File: src/rtl/tdm_mux_rr.sv
// N-channel word multiplexer. Each channel has a one-word buffer, and all channels are
// merged onto one valid/ready output stream, either round-robin skipping empty channels or in fixed TDM slots.
module tdm_mux_rr #(
  parameter int             NUM_CH    = 4,
  parameter int             W         = 8,
  parameter int             MODE      = 0,
  parameter logic [W-1:0]   IDLE_WORD = '0,
  localparam int            CH_W      = (NUM_CH > 1) ? $clog2(NUM_CH) : 1
) (
  input  logic                  clk,
  input  logic                  rst,
  input  logic [NUM_CH*W-1:0]   in_data,
  input  logic [NUM_CH-1:0]     in_valid,
  output logic [NUM_CH-1:0]     in_ready,
  output logic [W-1:0]          out_data,
  output logic [CH_W-1:0]       out_ch,
  output logic                  out_valid,
  input  logic                  out_ready,
  output logic                  out_frame_start,
  output logic                  out_idle
);

  logic [W-1:0]      word_buf [NUM_CH];
  logic [NUM_CH-1:0] buf_full;
  logic [NUM_CH-1:0] grant;
  logic [NUM_CH-1:0] load;
  logic [CH_W-1:0]   ptr;
  logic [CH_W-1:0]   ptr_inc;
  logic [CH_W-1:0]   rr_sel;
  logic [CH_W-1:0]   rr_next;
  logic [CH_W:0]     idx;
  logic              rr_found;
  logic              adv;

  assign adv = ~out_valid | out_ready;

  // First full buffer at or after ptr, wrapping modulo NUM_CH.
  always_comb begin
    rr_found = 1'b0;
    rr_sel   = '0;
    idx      = '0;
    for (int k = 0; k < NUM_CH; k++) begin
      idx = {1'b0, ptr} + (CH_W+1)'(k);
      if (idx >= (CH_W+1)'(NUM_CH)) begin
        idx = idx - (CH_W+1)'(NUM_CH);
      end
      if (!rr_found && buf_full[idx[CH_W-1:0]]) begin
        rr_found = 1'b1;
        rr_sel   = idx[CH_W-1:0];
      end
    end
  end

  assign ptr_inc = (ptr    == CH_W'(NUM_CH-1)) ? '0 : ptr    + CH_W'(1);
  assign rr_next = (rr_sel == CH_W'(NUM_CH-1)) ? '0 : rr_sel + CH_W'(1);

  always_comb begin
    grant = '0;
    if (adv) begin
      if (MODE == 0) begin
        if (rr_found) begin
          grant[rr_sel] = 1'b1;
        end
      end else if (buf_full[ptr]) begin
        grant[ptr] = 1'b1;
      end
    end
  end

  // A granted buffer frees its slot in the same cycle, so a source can stream back-to-back.
  assign in_ready = ~buf_full | grant;
  assign load     = in_valid & in_ready;

  always_ff @(posedge clk or posedge rst) begin
    if (rst) begin
      buf_full <= '0;
    end else begin
      for (int i = 0; i < NUM_CH; i++) begin
        if (load[i]) begin
          buf_full[i] <= 1'b1;
        end else if (grant[i]) begin
          buf_full[i] <= 1'b0;
        end
      end
    end
  end

  always_ff @(posedge clk) begin
    for (int i = 0; i < NUM_CH; i++) begin
      if (load[i]) begin
        word_buf[i] <= in_data[i*W +: W];
      end
    end
  end

  always_ff @(posedge clk or posedge rst) begin
    if (rst) begin
      ptr             <= '0;
      out_valid       <= 1'b0;
      out_data        <= '0;
      out_ch          <= '0;
      out_frame_start <= 1'b0;
      out_idle        <= 1'b0;
    end else if (adv) begin
      if (MODE == 0) begin
        out_frame_start <= 1'b0;
        out_idle        <= 1'b0;
        if (rr_found) begin
          out_valid <= 1'b1;
          out_data  <= word_buf[rr_sel];
          out_ch    <= rr_sel;
          ptr       <= rr_next;
        end else begin
          out_valid <= 1'b0;
        end
      end else begin
        // A TDM slot is always emitted; empty slots carry the filler word.
        out_valid       <= 1'b1;
        out_ch          <= ptr;
        out_frame_start <= (ptr == '0);
        ptr             <= ptr_inc;
        if (buf_full[ptr]) begin
          out_data <= word_buf[ptr];
          out_idle <= 1'b0;
        end else begin
          out_data <= IDLE_WORD;
          out_idle <= 1'b1;
        end
      end
    end
  end

endmodule

File: config.mk
export PLATFORM = sky130hd
export DESIGN_NAME = tdm_mux_rr
export DESIGN_NICKNAME = d
export VERILOG_FILES = /design/src/rtl/tdm_mux_rr.sv
export SDC_FILE = /design/constraint.sdc
export NUM_CORES = 1
export LEC_CHECK = 0
export ABC_AREA = 1
export BUFFER_PORTS_ARGS = -buffer_cell sky130_fd_sc_hd__buf_2
export CAP_MARGIN = 20
export CELL_PAD_IN_SITES_DETAIL_PLACEMENT = 1
export CELL_PAD_IN_SITES_GLOBAL_PLACEMENT = 2
export CORE_MARGIN = 5
export CORE_UTILIZATION = 36
export CTS_BUF_LIST = sky130_fd_sc_hd__clkbuf_2
export CTS_CLUSTER_DIAMETER = 120
export DETAILED_ROUTE_END_ITERATION = 10
export GPL_TIMING_DRIVEN = 0
export PLACE_DENSITY_LB_ADDON = 0.08
export SKIP_CTS_REPAIR_TIMING = 1
export SLEW_MARGIN = 20
export SYNTH_ARGS = -nofsm -noshare
export SYNTH_HDL_FRONTEND = slang
export SYNTH_SLANG_ARGS = --single-unit
File: constraint.sdc
create_clock -name clk -period 4.7 [get_ports clk]
set_clock_uncertainty 0.05 [all_clocks]
set_input_delay 0.94 -clock clk [delete_from_list [all_inputs] [get_ports clk]]
set_output_delay 0.94 -clock clk [all_outputs]
set_load 0.02 [all_outputs]
; After elaboration in Yosys (flattened, before gate mapping)
; Memories as Yosys holds them, arrays and structs flattened. A register that Yosys moved wholly into a read port is not among the register bits.
; Index checks and enable logic that the tools add are counted.
[word_totals]
regBits = 9
mem_bits_rw = 32
input_bits = 39
out_inout_bits = 17
wordCells = 86
mem_count = 1
[mem_list]
columns = name, depth, word_bits, read_ports, rd_ports_with_merged_regs, write_ports, line_no
row1 = word_buf, 4, 8, 1, 1, 4, 23  ; logic [W-1:0] word_buf [NUM_CH];
[op_classes]
addsub = 8
magnitude_cmp = 10
eq_ne = 1
n_mux = 42
bitwise = 5
reduce_logical = 12
[op_table]
columns = operator, count
row1 = 2-to-1 mux 1 bit, 26
row2 = 2-to-1 mux 2 bit, 9
row3 = less-than comparator 2 x 3 -> 1 bit (second input constant), 5
row4 = >= comparator 3 bit (second input constant), 3
row5 = binary-select mux 1 bit (select 2 bit), 4
row6 = 2-to-1 mux 4 bit, 2
row7 = nonzero test 2 bit, 4
row8 = subtractor 2 x 1 -> 2 bit (second input constant), 4
row9 = adder 2 x 2 -> 3 bit (second input constant), 2
row10 = AND 4 bit, 1
row11 = logical AND 1 bit, 4
row12 = NOT 4 bit, 1
row13 = bitwise OR 4 bit, 1
row14 = adder 2 x 1 -> 3 bit (second input constant), 1
row15 = >= comparator 2 x 3 -> 1 bit (second input constant), 1
row16 = zero test 1 bit, 3
row17 = adder 2 x 1 -> 2 bit (second input constant), 1
row18 = demux 1 bit (select 2 bit), 1
row19 = == test 2 bit (second input constant), 1
row20 = >= comparator 2 x 1 -> 1 bit (second input constant), 1
row21 = AND reduction 2 bit, 1
row22 = NOT 1 bit, 1
row23 = bitwise OR 1 bit, 1

; Longest topological paths before layout
[logic_depth]
word_depth = 24
mapped_depth = 16
depth_no_buf = 14

; Least setup slack after synthesis
; Ideal clock, no wire load.
[synth_timing]
path_type = register to output
from = register ptr[0]
to = output port in_ready[3]
arrival_ps = 2111
required_ps = 3710
setup_slack_ps = 1599
path_stages_with_launch = 15
n_path_buf = 2
cell_sequence = dfrtp_1 inv_2 buf_6 nand2_1 nand2_1 nand2_2 nand2_4 nand2_2 nand2_4 nand2_8 nand2_4 buf_12 ha_1 inv_1 o21ai_0
[synth_via]
elab_chain_len = 21
[synth_lines]
columns = item, line_no
row1 = start: declaration, 27  ; logic [CH_W-1:0] ptr;
row2 = start signal: assignment, 112  ; ptr <= rr_next;
row3 = start signal: assignment, 121  ; ptr <= ptr_inc;
row4 = "parallel branches: the longest is 18 deep, another holds adder 2 x 1 -> 3 bit", -
row5 = 2-to-1 mux 4 bit (*), 61  ; if (rr_found) begin
row6 = 2-to-1 mux 4 bit (*), 59  ; if (adv) begin
row7 = bitwise OR 4 bit (*), 71  ; assign in_ready = ~buf_full | grant;
row8 = end: declaration, 14  ; output logic [NUM_CH-1:0] in_ready,
; Mark *: on every way between the ends. The select of a mux whose other input is x is not followed.

; Worst setup path after layout
; Same ends and word-level chain as after synthesis.

==> reports/results.md <==
| Parameter | This run |
|:---|:---|
| Effective utilization at floorplan | 37.4% |
| Worst slew margin relative to its limit | 39.7% |
| Stages on the worst setup path | 13 |
| Die outline height | 91.7 µm |
| Total via count after detailed routing | 1831 |
| Number of design-rule violations left by the first detailed-router iteration | 40 |
| Most common cell after layout, fill and taps aside | sky130_fd_sc_hd__nand2_1 |
| Hold slack final | 0.477 ns |
| Leakage | 1.35 nW |
| DRC violations left | 0 |
| Maximum vdd drop | 0.000229 V |
| RR Startpoint | ptr[0] |
| Cell at the slowest stage of the critical path | sky130_fd_sc_hd__dfrtp_1 |
| Depth of the worst register-to-register path | 14 |
| TritonCTS clock tree | done |
| Commonest cells after routing, fill and taps aside | sky130_fd_sc_hd__nand2_1, sky130_fd_sc_hd__buf_2, sky130_fd_sc_hd__nand3_1 |
| Detailed Route WL | 5930 µm |
| M2 GR Usage | 25.9% |
| Worst path required time | 3.71 ns |
| Routed wirelength normalized by instance count | 15.4 µm |
| Final Instance Count excl. Fillers | 385 |
| Die Footprint | 8400 µm² |
| GR peak layer | met2 |
| Start point of the critical path | ptr[0] |
| Design area | 2810 µm² |
| Clock latency reported for the late side of the worst-skew pair | 0.43 ns |
| WP buf/inv | 5 |
| Crit Path Class | register to output pin |
| CTS max path bufs | 2 |
| Net total in the final layout | 347 |
| Hold violation total from the final report | 0 |
| Mean Syn Cell Area | 9.76 µm² |
| Reg2reg setup slack | 1.51 ns |
| Crit. End Element | output pin |
| Cell area reported after detailed placement | 2770 µm² |
| Area growth from synthesis to layout | 17.0% |
| Total number of placement rows | 29 |
| Total iterations of the first detailed-routing run | 4 |
| Total GRT Usage | 15.2% |
| Sequential cell area fraction in the yosys report | 57.7% |
| Average vias per placed instance | 4.76 |
| TritonCTS buffer count | 5 |
| Status | finished clean |
| Crit path max fanout | 10 |
| Reg-to-reg endpoint | word_buf[3][3] |
| Mapped cell area | 2400 µm² |
| Seq cells post-synth | 49 |
| Grt ovf | 0 |
| Met3 GRT Util | 3.27% |
| Placeable core region | 6420 µm² |
| Total number of yosys warnings | 0 |
| Vias in the first global route | 1983 |
| H-tree depth | 2 |
| Largest net degree at the start of global routing | 18 |
| Post-Place Cells | 377 |
| Endpoints failing setup | 0 |
| Root buffer cell | sky130_fd_sc_hd__clkbuf_2 |
| Element type at the critical path start | register |
| Dpl hpwl | 4590 µm |
| Syn Inst Count | 246 |
| Number of nets still failing antenna checks after routing | 0 |
| Post-layout minimum cycle time | 3.84 ns |
| Delay contributed by the slowest stage of the critical path | 0.48 ns |
| Period utilisation layout | 81.8% |
| Wire length of the first global-routing pass | 10000 µm |
| Cell breakdown of the critical path | inv_2 > buf_6 > nand2_1 > nand2_1 > nand2_1 > nand2_2 > nand4_4 > nand2_4 > buf_12 > ha_1 > inv_1 > o21ai_0 > buf_2 |
| Top delay family on crit path | simple AND/OR/NAND/NOR gates |
| DIE WIDTH | 91.7 µm |
| Total Neg Setup Slack | 0 ns |
| Crit path capture | in_ready[3] |
| Final slew viol count | 0 |
| Fraction of final layout cells sized beyond drive strength 1 | 34.4% |
| ANT cells | 0 |
| Transition time of the tightest slew-check pin | 0.905 ns |
| Peak clock frequency supported by timing | 0.260 GHz |
| Top cell by count, worst path | sky130_fd_sc_hd__nand2_1 |
| Power per standard cell area | 759 nW/µm² |
| RSZ-0062 raised after global routing | false |
| Initial antenna violation count | 0 |
| Max-capacitance violation count | 0 |
| Critical Path AT | 2.85 ns |
| Count of input and output buffers | 53 |
| Total clock sinks | 49 |
| Routability-driven placement congestion ratio | 0.816 |
| Register clock-pin slew on the reported worst setup and hold paths | 0.27 ns |
| HP Class | register to register |
| Number of distinct standard cells referenced by the synthesized netlist | 27 |
| Global Route met1 Usage | 19.6% |
| Number of top-level design ports | 56 |
-- power breakdown --
group | switching (W) | internal [W] | total, W
sequential | 0.0000830 | 0.000633 | 0.000716
clock | 0.000138 | 0.0000405 | 0.000178
combinational | 0.000836 | 0.000405 | 0.00124
-- final cells by class --
type	count	area, µm²
fill	768	3610
sequential	49	1390
multi-input combinational	170	865
timing repair buffer	53	265
tap	77	96.3
buffer	8	78.8
inverter	20	75.1
clock buffer	6	30.0
clock inverter	2	13.8
-- kinds of logic (layout without fill, tap and decap cells) --
family,count (synthesis),after routing,synth area share [%]
and+or+nand+nor,158,158,32.4
adders and majority gates,1,1,0.521
other,1,2,0.156
AOI/OAI and AO/OA,9,9,2.81
buffers and inverters,28,89,6.41
DFF,49,49,57.7
-- metrics by stage --
stage          setup WS [ns]  power (W)  util, %
2_1_floorplan           1.60    0.00164        -
3_3_place_gp            1.32    0.00197     43.1
3_5_place_dp            1.32    0.00200     43.1
4_1_cts                0.781    0.00218     43.8
5_1_grt                0.585    0.00234     43.8
6_report               0.856    0.00213     43.8
-- worst min-delay path by stage --
stage	start	to	slack, ns	depth (start not counted)
after floorplan	word_buf[3][0]	out_data[0]	0.48	4
after CTS	out_ch[1]	out_ch[1]	0.49	2
final	out_ch[1]	out_ch[1]	0.48	2
after detailed placement	out_ch[1]	out_ch[1]	0.43	2
after global routing	rst	buf_full[1]	0.50	2
after global placement	out_ch[1]	out_ch[1]	0.43	2
-- cells in the mapped netlist --
library cell                n  share of area, %
sky130_fd_sc_hd__buf_6      3               1.4
sky130_fd_sc_hd__nand4_2    1              0.52
sky130_fd_sc_hd__o21ai_0    3              0.63
sky130_fd_sc_hd__inv_2      4              0.63
sky130_fd_sc_hd__buf_4      2              0.63
sky130_fd_sc_hd__nand2_8    1              0.83
sky130_fd_sc_hd__nor2_4     1              0.47
sky130_fd_sc_hd__a21oi_2    1              0.36
sky130_fd_sc_hd__inv_1     16               2.5
sky130_fd_sc_hd__nor2_2     2              0.52
sky130_fd_sc_hd__o21ai_4    1              0.68
sky130_fd_sc_hd__buf_12     1              0.83
sky130_fd_sc_hd__buf_2      2              0.42
sky130_fd_sc_hd__nand4_4    1              0.89
sky130_fd_sc_hd__ha_1       1              0.52
sky130_fd_sc_hd__nand4_1    2              0.52
sky130_fd_sc_hd__o21ai_2    2              0.73
sky130_fd_sc_hd__dfrtp_1   17                18
sky130_fd_sc_hd__nand2_1   87                14
sky130_fd_sc_hd__nand3_2    2              0.83
sky130_fd_sc_hd__edfxtp_1  32                40
sky130_fd_sc_hd__a21oi_1    2              0.42
sky130_fd_sc_hd__nor2_1     5              0.78
sky130_fd_sc_hd__conb_1     1              0.16
sky130_fd_sc_hd__nand2_4    3               1.4
sky130_fd_sc_hd__nand3_1   35               7.3
sky130_fd_sc_hd__nand2_2   18               4.7
-- per-layer routing --
layer,share of wire (%),wire length [µm],vias to the layer above
li1,-,-,920
met1,45,2660,862
met2,50,2940,43
met3,4.5,267,6
met4,1.1,63,0
met5,0,0,-
-- worst reg2reg max path, cell delays in order, from the launching register on --
cell	delay (ns)
sky130_fd_sc_hd__dfrtp_1	0.48
sky130_fd_sc_hd__inv_2	0.10
sky130_fd_sc_hd__buf_6	0.16
sky130_fd_sc_hd__nand2_1	0.06
sky130_fd_sc_hd__nand2_1	0.09
sky130_fd_sc_hd__nand2_1	0.07
sky130_fd_sc_hd__nand2_2	0.15
sky130_fd_sc_hd__nand4_4	0.21
sky130_fd_sc_hd__nand2_4	0.16
sky130_fd_sc_hd__buf_12	0.15
sky130_fd_sc_hd__ha_1	0.14
sky130_fd_sc_hd__inv_1	0.06
sky130_fd_sc_hd__o21ai_0	0.36
sky130_fd_sc_hd__inv_1	0.08
sky130_fd_sc_hd__nor2_1	0.53
-- registers in the layout, summed over array words and instances (netlist names) --
signal,flops
buf_full,4
out_ch,2
out_data,8
out_valid,1
ptr,2
word_buf,32
No activity file was read; power rests on OpenSTA's default activity.
